<file path="src/rtl/ibex_rvfi_trace_buf.sv">
// ibex_rvfi_trace_buf: RVFI retirement records queued in a FIFO and streamed as 32-bit words; IBEX_TRACE_BUF_MEM_EN adds mem_addr/mem_wdata words
module ibex_rvfi_trace_buf #(
  parameter int DEPTH = 16
) (
  input  logic        clk_i,
  input  logic        rst_i,
  input  logic        trace_en_i,
  input  logic        rvfi_valid,
  input  logic [63:0] rvfi_order,
  input  logic [31:0] rvfi_pc_rdata,
  input  logic [31:0] rvfi_insn,
  input  logic        rvfi_trap,
  input  logic        rvfi_intr,
  input  logic [4:0]  rvfi_rd_addr,
  input  logic [31:0] rvfi_rd_wdata,
  input  logic [3:0]  rvfi_mem_rmask,
  input  logic [3:0]  rvfi_mem_wmask,
  input  logic [31:0] rvfi_mem_addr,
  input  logic [31:0] rvfi_mem_wdata,
  output logic        trace_valid_o,
  input  logic        trace_ready_i,
  output logic [31:0] trace_data_o,
  output logic        trace_last_o,
  output logic [15:0] drop_cnt_o,
  output logic        full_o
);
`ifdef IBEX_TRACE_BUF_MEM_EN
  localparam int W = 6;
`else
  localparam int W = 4;
`endif
  localparam int AW = $clog2(DEPTH);
  localparam int WW = $clog2(W);
  typedef enum logic {EMPTY, STREAM} state_e;
  state_e st;
  logic [31:0] mem [DEPTH][W];
  logic [31:0] rec [W];
  logic [AW-1:0] wptr, rptr;
  logic [AW:0] count, count_n;
  logic [WW-1:0] widx;
  logic lost, full_q, push, drop, pop, unused_bits;
  logic [15:0] drop_cnt;
  assign rec[0] = {rvfi_order[15:0], lost, rvfi_trap, rvfi_intr, rvfi_rd_addr, rvfi_mem_wmask, rvfi_mem_rmask};
  assign rec[1] = rvfi_pc_rdata;
  assign rec[2] = rvfi_insn;
  assign rec[3] = rvfi_rd_wdata;
`ifdef IBEX_TRACE_BUF_MEM_EN
  assign rec[4] = rvfi_mem_addr;
  assign rec[5] = rvfi_mem_wdata;
  assign unused_bits = ^rvfi_order[63:16];
`else
  assign unused_bits = ^{rvfi_order[63:16], rvfi_mem_addr, rvfi_mem_wdata};
`endif
  // push/drop look only at the registered count, so a same-cycle pop never frees room
  assign push = trace_en_i && rvfi_valid && count != (AW+1)'(DEPTH);
  assign drop = trace_en_i && rvfi_valid && count == (AW+1)'(DEPTH);
  assign trace_valid_o = st == STREAM;
  assign trace_last_o = trace_valid_o && widx == WW'(W-1);
  assign pop = trace_last_o && trace_ready_i;
  assign trace_data_o = trace_valid_o ? mem[rptr][widx] : '0;
  assign count_n = count + (AW+1)'(push) - (AW+1)'(pop);
  assign full_o = full_q;
  assign drop_cnt_o = drop_cnt;
  always_ff @(posedge clk_i) begin
    if (push) mem[wptr] <= rec;
  end
  always_ff @(posedge clk_i) begin
    if (rst_i) begin
      st       <= EMPTY;
      wptr     <= '0;
      rptr     <= '0;
      count    <= '0;
      widx     <= '0;
      lost     <= 1'b0;
      full_q   <= 1'b0;
      drop_cnt <= '0;
    end else begin
      st     <= count_n != '0 ? STREAM : EMPTY;
      count  <= count_n;
      full_q <= count_n == (AW+1)'(DEPTH);
      if (push) wptr <= wptr + AW'(1);
      if (pop) rptr <= rptr + AW'(1);
      if (trace_valid_o && trace_ready_i) widx <= trace_last_o ? '0 : widx + WW'(1);
      if (drop) lost <= 1'b1;
      else if (push) lost <= 1'b0;
      if (drop && drop_cnt != 16'hFFFF) drop_cnt <= drop_cnt + 16'd1;
    end
  end
endmodule

</file>
<file path="config.mk">
export PLATFORM = sky130hd
export DESIGN_NAME = ibex_rvfi_trace_buf
export DESIGN_NICKNAME = d
export VERILOG_FILES = /design/src/rtl/ibex_rvfi_trace_buf.sv
export SDC_FILE = /design/constraint.sdc
export NUM_CORES = 2
export LEC_CHECK = 0
export ABC_CLOCK_PERIOD_IN_PS = 11200
export CAP_MARGIN = 30
export CELL_PAD_IN_SITES_DETAIL_PLACEMENT = 1
export CELL_PAD_IN_SITES_GLOBAL_PLACEMENT = 1
export CORE_ASPECT_RATIO = 0.8
export CORE_MARGIN = 3
export CORE_UTILIZATION = 50
export DETAILED_ROUTE_END_ITERATION = 10
export DONT_BUFFER_PORTS = 1
export GPL_TIMING_DRIVEN = 0
export PLACE_DENSITY = 0.77
export SKIP_CTS_REPAIR_TIMING = 1
export SLEW_MARGIN = 5
export SYNTH_ARGS = -nofsm -noshare
export SYNTH_HDL_FRONTEND = slang
export SYNTH_SLANG_ARGS = --single-unit
</file>
<file path="constraint.sdc">
create_clock -name clk_i -period 11.2 [get_ports clk_i]
set_input_delay 0.56 -clock clk_i [delete_from_list [all_inputs] [get_ports clk_i]]
set_output_delay 0.56 -clock clk_i [all_outputs]
set_load 0.05 [all_outputs]
</file>
* Yosys cells after proc, flatten, opt, wreduce, memory -nomap -nowiden
Memories as Yosys holds them, arrays and structs flattened. A register that Yosys moved wholly into a read port is not among the register bits. Index checks and enable logic that the tools add are counted.
Storage, ports and cells: memory bits (writable) 2048, bits in registers 34, input port bits 244, logic and storage cells 43, memories 1
Operators by class: bitwise operators 1, order comparisons 1, muxes and demuxes 12, equal/unequal tests 5, reductions and logical operators 9, add/sub/neg operators 6
Memory list:
- mem | depth 16, bits a word 128, read ports 1, clocked after memory_dff 1, wr ports 1, RTL line 36 | logic [31:0] mem [DEPTH][W];
Operator list (number):
- two-way mux 32 bit | 3
- binary-select mux 32 bit (select 2 bit) | 1
- adder 16 x 1 -> 16 bit (second input constant) | 1
- != test 16 bit (second input constant) | 1
- == test 5 bit (second input constant) | 2
- adder 4 x 1 -> 4 bit (second input constant) | 2
- two-way mux 4 bit | 2
- logical AND 1 bit | 7
- adder 5 x 1 -> 5 bit | 1
- two-way mux 1 bit | 5
- != test 5 bit (second input constant) | 1
- nonzero test 5 bit | 1
- subtractor 5 x 1 -> 5 bit | 1
- greater-or-equal comparator 3 bit (second input constant) | 1
- NOT 2 -> 3 bit | 1
- adder 2 x 1 -> 2 bit (second input constant) | 1
- == test 2 bit (second input constant) | 1
- two-way mux 2 bit | 1
- nonzero test 2 bit | 1

* Depth between registers and ports, before layout
depth after elaboration 6, mapped depth 15, gate-level depth less buffers 14

* Worst setup path after synthesis
OpenSTA, ideal clock, no wires.
path kind input to register, from input port trace_en_i, to memory mem[3][0] (netlist bit) (enable), data required time 10.428 ns, stages on the path 5, buffers on the path 1, data arrival time 9.983 ns, library setup time 0.772 ns, setup slack 0.446 ns, cell sequence and2_1 -> nor2b_1 -> clkbuf_1 -> nand2_1 -> nor3_1
Between the ends: word-level cells in the longest chain between the ends 4
Ends and longest elaborated chain:
- from (decl) | RTL line 7 | input logic trace_en_i,
- logical AND 1 bit (2 in series) | RTL line 55 | assign push = trace_en_i && rvfi_valid && count != (AW+1)'(DEPTH);
- two-way mux 1 bit | RTL line 65 | if (push) mem[wptr] <= rec;
- two-way mux 1 bit (implied by the code) | RTL line 65
- to (decl) | RTL line 36
No other way between the ends.

==> reports/metrics.yaml <==
power_and_ir_drop:
  peakVddDrop_mv: 0.1713
  leakagePower_nw: 29.05
  power_density_nw_per_um2: 176.0
cells_and_area:
  fin_nets: 4239
  final_common_cell: "edfxtp_1"
  nFillCells: 12910
  fin_cells: 6278
  areaGrowthSynthToFinish_pct: 17.11
  drive_above_1_share: 0.2916
  layout.cells.most_common_list: "edfxtp_1, mux4_2, clkbuf_16, dlygate4sd3_1, nand2_1"
sta:
  hold_viol: 0
  finalSetupViolCount: 0
  fmax_mhz: 164.0
  slew_violations: 0
  min_period_ns: 6.097
  slew_headroom: 0.2155
  layout_setup_ws_ns: 5.103
  finalSetupTns_ns: 0
  period_share: 0.5444
  grt_setup_unrepaired: "no"
  worstMarginPinSlew_ns: 1.177
  skew_ns: 0.03010
  worst_hold_slack_ns: 0.02885
critical_path:
  reg2reg_slack_ns: 6.97
  reg2reg_to: "full_o$_SDFF_PP0_"
  critPathBufInv: 5
  required_ns: 10.64
  cp-endpoint: "trace_data_o[11]"
  reg2regPathDepth: 12
  max_stage_delay_ns: 0.76
  cp.depth: 8
  crit_top_cell: "buf_2"
  critPathTopFamily: "buffers and inverters"
  crit_path_start_kind: "flop"
  worstSetupPathType: "flop to output pin"
  crit_path_max_fanout: 10
  timing.rr.start: "trace_valid_o$_SDFF_PP0_"
  endpoint_kind: "output pin"
  cp_cell_sequence: "buf_2, buf_2, buf_2, buf_2, clkbuf_2, mux4_2, a22oi_1, nand3_1"
  cp.arrival_ns: 5.54
  worst_path_max_delay_cell: "nand3_1"
run:
  maxCapViolations: 0
place:
  dp.cells: 5769
  dp_slack_ns: 6.183
  gp_congestion: 0.8102
  port_buffers: 0
  hpwl_mm: 167.6
floorplan:
  ios: 295
  core_area_um2: 157900
  start_util: 0.5062
  die_w_um: 453.1
  die_area_um2: 164800
  rows: 130
  fp.dieH_um: 363.7
global_routing:
  grt_remaining_overflow: 0
  grt_start_max_net_pins: 23
  antenna_found_initial: 32
  grt_pass1_vias: 43030
  track_usage: 0.3089
  grt_pass1_wl_mm: 350.2
routing:
  avgRoutedWirePerCell_um: 40.25
  ant_nets: 0
  drt_wl_total_mm: 252.7
  routed-via-count: 42150
  avgViaCountPerCell: 6.713
  first_pass_iters: 7
  drc_errors: 0
  drt_iter0_drc: 7438
clock_network:
  clock-sinks: 2086
  cts_inserted_buffers: 192
  clockBufferDepth: 3
  clock_latency_ns: 0.87
  clk_pin_slew_ns: 0.07
  cts_tree: "yes"
  root_buffer: "clkbuf_16"
  h-tree-depth: 4
logic_synthesis:
  yosys_warnings: 0
  synth_edf_count: 2048
  syn_area_per_cell_um2: 23.19
  seq_area_frac_synth: 0.7788
  synth_seq_cells: 2086
  synth_area_um2: 79950
  async_reset_ff_frac: 0
  synthDistinctLibCells: 54
  synth_fp_nets: 3706
  syn-instance-count: 3448
  ys.flop_type: "edfxtp_1"
run_status:
  status: "completed"
min_path:
  hp-class: "input pin to flop"
kinds of logic after synthesis:
group | after synthesis | synth area share
and+or+nand+nor | 290 | 0.01700
adders and majority gates | 14 | 0.002285
xor gates and xnor gates | 19 | 0.002082
AOI/OAI and AO/OA | 177 | 0.01510
buffers and inverters | 192 | 0.01299
DFF | 2086 | 0.7788
muxes | 670 | 0.1718
sequential cells by signal, indices dropped and copies added, names as in the netlist, named ones only:
name,cells
trace_valid_o,1
lost,1
mem,2048
widx,2
drop_cnt_o,16
wptr,4
rptr,4
full_o,1
count,5
final cells by class:
type	count	area, um2	share of cell area
Tap cell	2112	2643	0.02822
Buffer	178	997.2	0.01065
Antenna cell	23	57.56	0.0006147
Multi-Input combinational cell	1170	16790	0.1794
Timing Repair Buffer	339	4564	0.04875
Sequential cell	2086	62260	0.6650
Inverter	14	52.55	0.0005613
Clock inverter	123	1219	0.01302
Clock buffer	233	5040	0.05383
power breakdown:
group          total [mW]  internal [mW]  switching (mW)
combinational        1.14          0.300           0.840
sequential           8.71           8.66          0.0508
clock                6.63           3.64            2.99
cells in the mapped netlist (3+ instances only):
cell type / n / area (um2)
mux2_2: 16 / 180.2
or3b_2: 3 / 26.28
a32oi_1: 7 / 61.31
and4_1: 3 / 26.28
a221oi_1: 3 / 26.28
buf_4: 43 / 322.8
o22ai_1: 15 / 93.84
and3_1: 11 / 68.82
a21oi_1: 39 / 195.2
buf_1: 12 / 45.04
edfxtp_1: 2048 / 61500
o221ai_1: 13 / 113.9
clkbuf_1: 53 / 198.9
mux4_2: 560 / 12610
xnor2_1: 13 / 113.9
o211ai_1: 9 / 67.56
dfxtp_1: 38 / 760.7
a221o_1: 8 / 80.08
nor2b_1: 22 / 137.6
a21o_1: 3 / 22.52
nand2b_1: 10 / 62.56
nand3_1: 30 / 150.1
a211o_1: 6 / 52.55
nor2_1: 68 / 255.2
buf_6: 11 / 123.9
and2_1: 5 / 31.28
xor2_1: 6 / 52.55
a31oi_1: 11 / 68.82
nand4_1: 7 / 43.79
a211oi_1: 20 / 150.1
buf_2: 58 / 290.3
o2111ai_1: 3 / 26.28
nand2_1: 103 / 386.6
mux2i_1: 94 / 940.9
nand3b_1: 4 / 30.03
o21ai_0: 21 / 105.1
a22oi_1: 12 / 90.09
ha_1: 13 / 162.7
or3_1: 6 / 37.54
inv_1: 12 / 45.04
nor3_1: 13 / 65.06
per-layer routing:
| metal | share of wire | wire length (um) | up-vias | GRT usage |
|---|---|---|---|---|
| met5 | 0.00039 | 99 | - | 0 |
| met1 | 0.35 | 89670 | 22480 | 0.4085 |
| met3 | 0.12 | 31400 | 617 | 0.09428 |
| met4 | 0.043 | 10930 | 16 | 0.1179 |
| met2 | 0.48 | 120600 | 3215 | 0.4871 |
| li1 | - | - | 15810 | - |
metrics by stage:
stage	cell area, um2	power, mW	util
after detailed placement	86000	9.842	0.5445
final	93620	16.48	0.5928
after global placement	82590	9.774	0.5229
after CTS	92260	16.36	0.5842
after global routing	93590	16.87	0.5926
after floorplan	79950	9.390	-
tightest hold or removal path: stages:
cell	delay [ns]
nand2_1	0.12
a21oi_1	0.09
nor2_1	0.08
worst min-delay path by stage:
stage,endpoint,start,slack (ns),cells after the start
final,widx[0]$_SDFFE_PP0P_,trace_ready_i,0.03,3
after global routing,widx[0]$_SDFFE_PP0P_,trace_ready_i,0.07,3
after CTS,mem[1][97]$_DFFE_PP_,rvfi_mem_rmask[1],-0.27,0
after floorplan,flop,rptr[3]$_SDFFE_PP0P_,0.48,2
after detailed placement,flop,rptr[3]$_SDFFE_PP0P_,0.58,2
after global placement,flop,rptr[3]$_SDFFE_PP0P_,0.50,2
Note: power is estimated with default switching activity, not from simulation.
